===== config.mk =====
export PLATFORM = sky130hd
export DESIGN_NAME = ram_port_arbiter
export DESIGN_NICKNAME = d
export VERILOG_FILES = /design/src/rtl/ram_port_arbiter.sv
export SDC_FILE = /design/constraint.sdc
export NUM_CORES = 1
export LEC_CHECK = 0
export ABC_AREA = 1
export ABC_CLOCK_PERIOD_IN_PS = 2300
export CAP_MARGIN = 20
export CORE_ASPECT_RATIO = 0.75
export CORE_MARGIN = 5
export CORE_UTILIZATION = 27
export CTS_CLUSTER_DIAMETER = 30
export CTS_CLUSTER_SIZE = 8
export DETAILED_ROUTE_END_ITERATION = 10
export PLACE_DENSITY = 0.8
export SKIP_LAST_GASP = 1
export SYNTH_ARGS = -nofsm -noshare
export SYNTH_HDL_FRONTEND = slang
export SYNTH_SLANG_ARGS = --single-unit
export TNS_END_PERCENT = 20

===== constraint.sdc =====
create_clock -name clk -period 2.3 [get_ports clk]
set_input_delay 0.69 -clock clk [delete_from_list [all_inputs] [get_ports clk]]
set_output_delay 0.69 -clock clk [all_outputs]
set_load 0.02 [all_outputs]

===== src/rtl/ram_port_arbiter.sv =====
// Two-requester (CPU / IO) arbiter for a single synchronous-read RAM port.
// Round-robin with a bounded lock option; read data returns one cycle after the grant.
module ram_port_arbiter #(
    parameter int ADDR_W   = 10,
    parameter int DATA_W   = 16,
    parameter int MAX_LOCK = 8
) (
    input  logic              clk,
    input  logic              rst_n,
    input  logic              cpu_req,
    input  logic              cpu_we,
    input  logic              cpu_lock,
    input  logic [ADDR_W-1:0] cpu_addr,
    input  logic [DATA_W-1:0] cpu_wdata,
    input  logic              io_req,
    input  logic              io_we,
    input  logic              io_lock,
    input  logic [ADDR_W-1:0] io_addr,
    input  logic [DATA_W-1:0] io_wdata,
    output logic              cpu_gnt,
    output logic              cpu_rvalid,
    output logic [DATA_W-1:0] cpu_rdata,
    output logic              io_gnt,
    output logic              io_rvalid,
    output logic [DATA_W-1:0] io_rdata,
    output logic [ADDR_W-1:0] ram_addr,
    output logic              ram_we,
    output logic [DATA_W-1:0] ram_wdata,
    input  logic [DATA_W-1:0] ram_q
);

    localparam logic [7:0] MAX_CNT = 8'(MAX_LOCK);

    logic       last_io_reg, last_io_next;
    logic [7:0] lock_cnt_reg, lock_cnt_next;
    logic       cpu_tag_reg, io_tag_reg;
    logic       lock_force;

    // The lock owner is always the most recent winner: a grant to the other side clears the count.
    assign lock_force = (lock_cnt_reg != 8'd0) && (lock_cnt_reg < MAX_CNT);

    always_comb begin
        cpu_gnt = 1'b0;
        io_gnt  = 1'b0;
        if (rst_n) begin
            if (lock_force && last_io_reg && io_req) begin
                io_gnt = 1'b1;
            end else if (lock_force && !last_io_reg && cpu_req) begin
                cpu_gnt = 1'b1;
            end else if (cpu_req && io_req) begin
                cpu_gnt = last_io_reg;
                io_gnt  = !last_io_reg;
            end else begin
                cpu_gnt = cpu_req;
                io_gnt  = io_req;
            end
        end
    end

    always_comb begin
        ram_addr  = '0;
        ram_wdata = '0;
        ram_we    = 1'b0;
        if (cpu_gnt) begin
            ram_addr  = cpu_addr;
            ram_wdata = cpu_wdata;
            ram_we    = cpu_we;
        end else if (io_gnt) begin
            ram_addr  = io_addr;
            ram_wdata = io_wdata;
            ram_we    = io_we;
        end
    end

    always_comb begin
        last_io_next  = last_io_reg;
        lock_cnt_next = 8'd0;
        if (cpu_gnt) begin
            last_io_next = 1'b0;
            if (cpu_lock)
                lock_cnt_next = (lock_force && !last_io_reg) ? lock_cnt_reg + 8'd1 : 8'd1;
        end else if (io_gnt) begin
            last_io_next = 1'b1;
            if (io_lock)
                lock_cnt_next = (lock_force && last_io_reg) ? lock_cnt_reg + 8'd1 : 8'd1;
        end
    end

    always_ff @(posedge clk or negedge rst_n) begin
        if (!rst_n) begin
            last_io_reg  <= 1'b1;
            lock_cnt_reg <= 8'd0;
            cpu_tag_reg  <= 1'b0;
            io_tag_reg   <= 1'b0;
        end else begin
            last_io_reg  <= last_io_next;
            lock_cnt_reg <= lock_cnt_next;
            cpu_tag_reg  <= cpu_gnt && !cpu_we;
            io_tag_reg   <= io_gnt && !io_we;
        end
    end

    assign cpu_rvalid = cpu_tag_reg;
    assign io_rvalid  = io_tag_reg;
    assign cpu_rdata  = ram_q;
    assign io_rdata   = ram_q;

endmodule

# Word-level counts from Yosys, hierarchy flattened
# Index checks and enable logic that the tools add are counted.
[word_totals] ff_bits=11 inputBits=76 out_inout_bits=63 wordCells=41
[classes] n_addsub=1 n_lt_le_gt_ge=1 muxes=22 reduce_logical=13
[ops] cell="2-to-1 mux 8 bit" count=6
[ops] cell="2-to-1 mux 16 bit" count=2
[ops] cell="2-to-1 mux 10 bit" count=2
[ops] cell="2-to-1 mux 1 bit" count=12
[ops] cell="adder 8 x 1 -> 8 bit, second input constant" count=1
[ops] cell="logical AND 1 bit" count=8
[ops] cell="< comparator 8 x 4 -> 1 bit, second input constant" count=1
[ops] cell="nonzero test 8 bit" count=1
[ops] cell="logical NOT 1 bit" count=3
[ops] cell="nonzero test 2 bit" count=1

# Logic depth before layout (Yosys ltp)
[logic_depth] ltp_word=9 mapped_depth=12 ltp_nobuf=11

# Worst setup path after synthesis
# Ideal clock, no wire load.
[synth_path] path_type="register to output" from="register lock_cnt_reg[0]" to="output port ram_wdata[13]" arrival_ns=1.485 required_time_ns=1.610 slack_ns=0.125 path_stages_with_launch=13 n_path_buf=1 cell_sequence="dfrtp_1 -> inv_1 -> ha_1 -> nand2_1 -> nand2_2 -> nor2_4 -> nand3_2 -> nand3_2 -> nand2_4 -> inv_8 -> buf_8 -> nand2_1 -> nand2_1"
[synth_via] elab_chain_cells=9 word_cells_on_any_way=15 cone_classes="order compare (1); mux (8); reduce/logical (6)"
[synth_lines] element="start: declaration" line="35" text="logic [7:0] lock_cnt_reg, lock_cnt_next;"
[synth_lines] element="start signal: assignment" line="97" text="lock_cnt_reg <= lock_cnt_next;"
[synth_lines] element="< comparator 8 x 4 -> 1 bit / nonzero test 8 bit (equally long branches)" line="40" text="assign lock_force = (lock_cnt_reg != 8'd0) && (lock_cnt_reg < MAX_CNT);"
[synth_lines] element="logical AND 1 bit (*)" line="40"
[synth_lines] element="logical AND 1 bit (2 in a row)" line="48" text="end else if (lock_force && !last_io_reg && cpu_req) begin"
[synth_lines] element="2-to-1 mux 1 bit" line="48"
[synth_lines] element="2-to-1 mux 1 bit" line="46" text="if (lock_force && last_io_reg && io_req) begin"
[synth_lines] element="2-to-1 mux 1 bit" line="45" text="if (rst_n) begin"
[synth_lines] element="2-to-1 mux 16 bit" line="68" text="end else if (io_gnt) begin"
[synth_lines] element="2-to-1 mux 16 bit (*)" line="64" text="if (cpu_gnt) begin"
[synth_lines] element="end: declaration" line="28" text="output logic [DATA_W-1:0] ram_wdata,"
# Mark *: on every way between the ends. The rest lies on a longest branch, timed or not.

# Worst setup path in the final report
[layout_path] from="register lock_cnt_reg[1]" to="output port ram_wdata[11]"
# Same word-level chain as after synthesis.

==> results.json <==
{
  "place.gp.congestion": 0.8678,
  "dp_hpwl_um": 2938,
  "fillers": 403,
  "required_ns": 1.61,
  "placement.io_buffers": 90,
  "cp-end-kind": "primary output",
  "fmax_mhz": 379.4,
  "yosysTopAreaCellShare_pct": 21.32,
  "dpl_cell_area_sq_mm": 0.002032,
  "crit_path_start_kind": "flip-flop",
  "ir_drop_mv": 0.2689,
  "avgViaCountPerCell": 4.188,
  "leakagePower_nw": 1.226,
  "h-tree-depth": 1,
  "slew_viol_final": 0,
  "firstDrtPassIters": 4,
  "grt_pass1_vias": 1249,
  "min_period_ns": 2.636,
  "yosysSeqAreaShare_pct": 23.09,
  "critPathMaxStageDelay_ns": 0.38,
  "grt_antenna_before_repair": 0,
  "period_share_pct": 114.6,
  "final_cell_mix": "clkdlybuf4s50_1 (58), nand2_2 (56), buf_4 (30), buf_6 (26), nand2_1 (24)",
  "wl_per_cell_um": 13.66,
  "hold_path.class": "flip-flop to flip-flop",
  "die_w_um": 86.90,
  "clock-sinks": 11,
  "root_buffer": "clkbuf_8",
  "grt_use_total_pct": 13.29,
  "nNetsFinal": 351,
  "syn_area_sq_mm": 0.001197,
  "power_density_mw_per_mm2": 378.5,
  "setup_ws_ns": -0.3357,
  "grt_pass1_wl_um": 6044,
  "arrival_ns": 1.95,
  "ys_top_cells_by_area": "buf_4 (21%), nand2_1 (21%), dfrtp_1 (21%)",
  "total_power_w": 0.0009582,
  "synth_cell_types": 26,
  "finalNonFillerCells": 329,
  "synth_warnings": 0,
  "finish.utilization_pct": 57.68,
  "drt_iter0_drc": 25,
  "rsz0062_at_grt": "true",
  "ant_nets": 0,
  "drc": 0,
  "synth_top_cell_by_area": "buf_4",
  "clock_skew_ns": 0.002487,
  "clock_latency_ns": 0.24,
  "grt_max_degree": 13,
  "cap_viol_max_count": 0,
  "multi_input_area_sq_um": 805.8,
  "path_delay_family": "simple AND/OR/NAND/NOR gates",
  "status": "finished, violations left",
  "ys_ff_latch": 11,
  "avgSynthCellArea_sq_um": 6.803,
  "cp_common_cell": "nand2_4",
  "die_area_sq_mm": 0.005880,
  "setup-tns-final_ns": -9.005,
  "syn2layout_area_growth_pct": 111.4,
  "numCtsBuffers": 3,
  "register_area_sq_um": 276.5,
  "violations": "setup timing",
  "rows": 21,
  "drive_gt1_share_pct": 54.78,
  "hold_buffers": 0,
  "design_area_sq_mm": 0.002531,
  "largest_reg_flops": 8,
  "setup_viol": 29,
  "timing_hold_violations_final": 0,
  "synth_cells": 176,
  "overflow": 0,
  "critPathKind": "flip-flop to primary output",
  "path_cells": "inv_2, ha_4, nand2_4, nand2_4, nor2_4, nand3_4, nand2_4, inv_6, buf_12, buf_16, nand2_1, nand2_1, buf_6",
  "dp_cells": 306,
  "routed-via-count": 1378,
  "final_common_cell": "clkdlybuf4s50_1",
  "wl_um": 4493,
  "cp_num_buf_inv": 5,
  "cts_buffer_depth": 2,
  "initial_utilization_pct": 27.29,
  "worst-path-max-fanout": 7,
  "cp_slowest_cell": "dfrtp_1",
  "worst_setup_hold_path_clk_slew_ns": 0.05,
  "diodes": 0,
  "cts_tree": "done",
  "core_sq_mm": 0.004388,
  "dieHeight_um": 67.67,
  "io_pins": 139
}
==> layout make-up <==
class | instances | area share [%]
clock buffer | 3 | 1.631
clock inverter | 1 | 0.1977
inverter | 10 | 2.175
multi-input combinational | 121 | 31.83
sequential | 11 | 10.92
tap | 57 | 2.818
timing repair buffer | 123 | 48.89
timing repair inverter | 3 | 1.532
==> repair_timing <==
action                     4_1_cts  5_1_grt
setup buffers                   11        4
cloned                           5        0
pin swaps                       11       25
gates resized for setup        172       76
setup endpoints to repair       29       29
==> path summary, 6_finish.rpt <==
check	slack [ns]	depth (start not counted)	startpoint	end
min reg2reg	0.55	2	last_io_reg	last_io_reg
min	0.55	2	last_io_reg	last_io_reg
max	-0.34	13	lock_cnt_reg[1]	ram_wdata[11]
max in group asynchronous	1.38	3	rst_n	last_io_reg
min in group asynchronous	0.70	3	rst_n	cpu_rvalid
max reg2reg	0.05	17	lock_cnt_reg[1]	lock_cnt_reg[1]
==> per-stage QoR <==
stage	hold slack (ns)	setup WS [ns]
final	0.5546	-0.3357
after global routing	0.5963	-0.4329
after CTS	0.5555	-0.3169
after detailed placement	0.5470	-0.9578
after global placement	0.5005	-0.9265
after floorplan	0.3944	0.1252
==> worst min-delay path, stage by stage, from the launching register on <==
cell and delay (ns):
dfstp_2 0.37, inv_1 0.07, o21ai_0 0.10
==> report_power, final <==
group / internal (W) / switching, W
clock: 0.000119 / 0.0000708
sequential: 0.000208 / 0.00000523
combinational: 0.000298 / 0.000257
==> kinds of logic after synthesis <==
kind of cell	count (synthesis)	share of synthesized area (%)
simple gates	106	40.96
buf+inv	47	28.94
flops	11	23.09
compound gates	7	3.134
xor+xnor	2	1.463
fa+ha+maj	2	2.090
other cells	1	0.3132
==> layer usage <==
metal,vias up,GRT usage [%],wire (um)
met3,6,5.488,448
met2,67,22.16,2324
met1,615,16.12,1681
met5,-,0,0
li1,690,-,-
met4,0,2.724,39
==> cells in the mapped netlist <==
| library cell | instances |
|---|---|
| nand2_1 | 68 |
| buf_4 | 34 |
| nand2_2 | 22 |
| dfrtp_1 | 10 |
| inv_1 | 8 |
| nor2_1 | 6 |
| a21oi_1 | 3 |
| nand3_1 | 3 |
| o21ai_0 | 3 |
| ha_1 | 2 |
| nand3_2 | 2 |
| buf_12 | 1 |
| buf_6 | 1 |
| buf_8 | 1 |
| conb_1 | 1 |
| dfstp_2 | 1 |
| inv_2 | 1 |
| inv_8 | 1 |
| nand2_4 | 1 |
| nand4_1 | 1 |
| nor2_2 | 1 |
| nor2_4 | 1 |
| nor3_1 | 1 |
| o21bai_1 | 1 |
| xnor2_1 | 1 |
| xor2_1 | 1 |
Note: power is estimated with default switching activity, not from simulation.
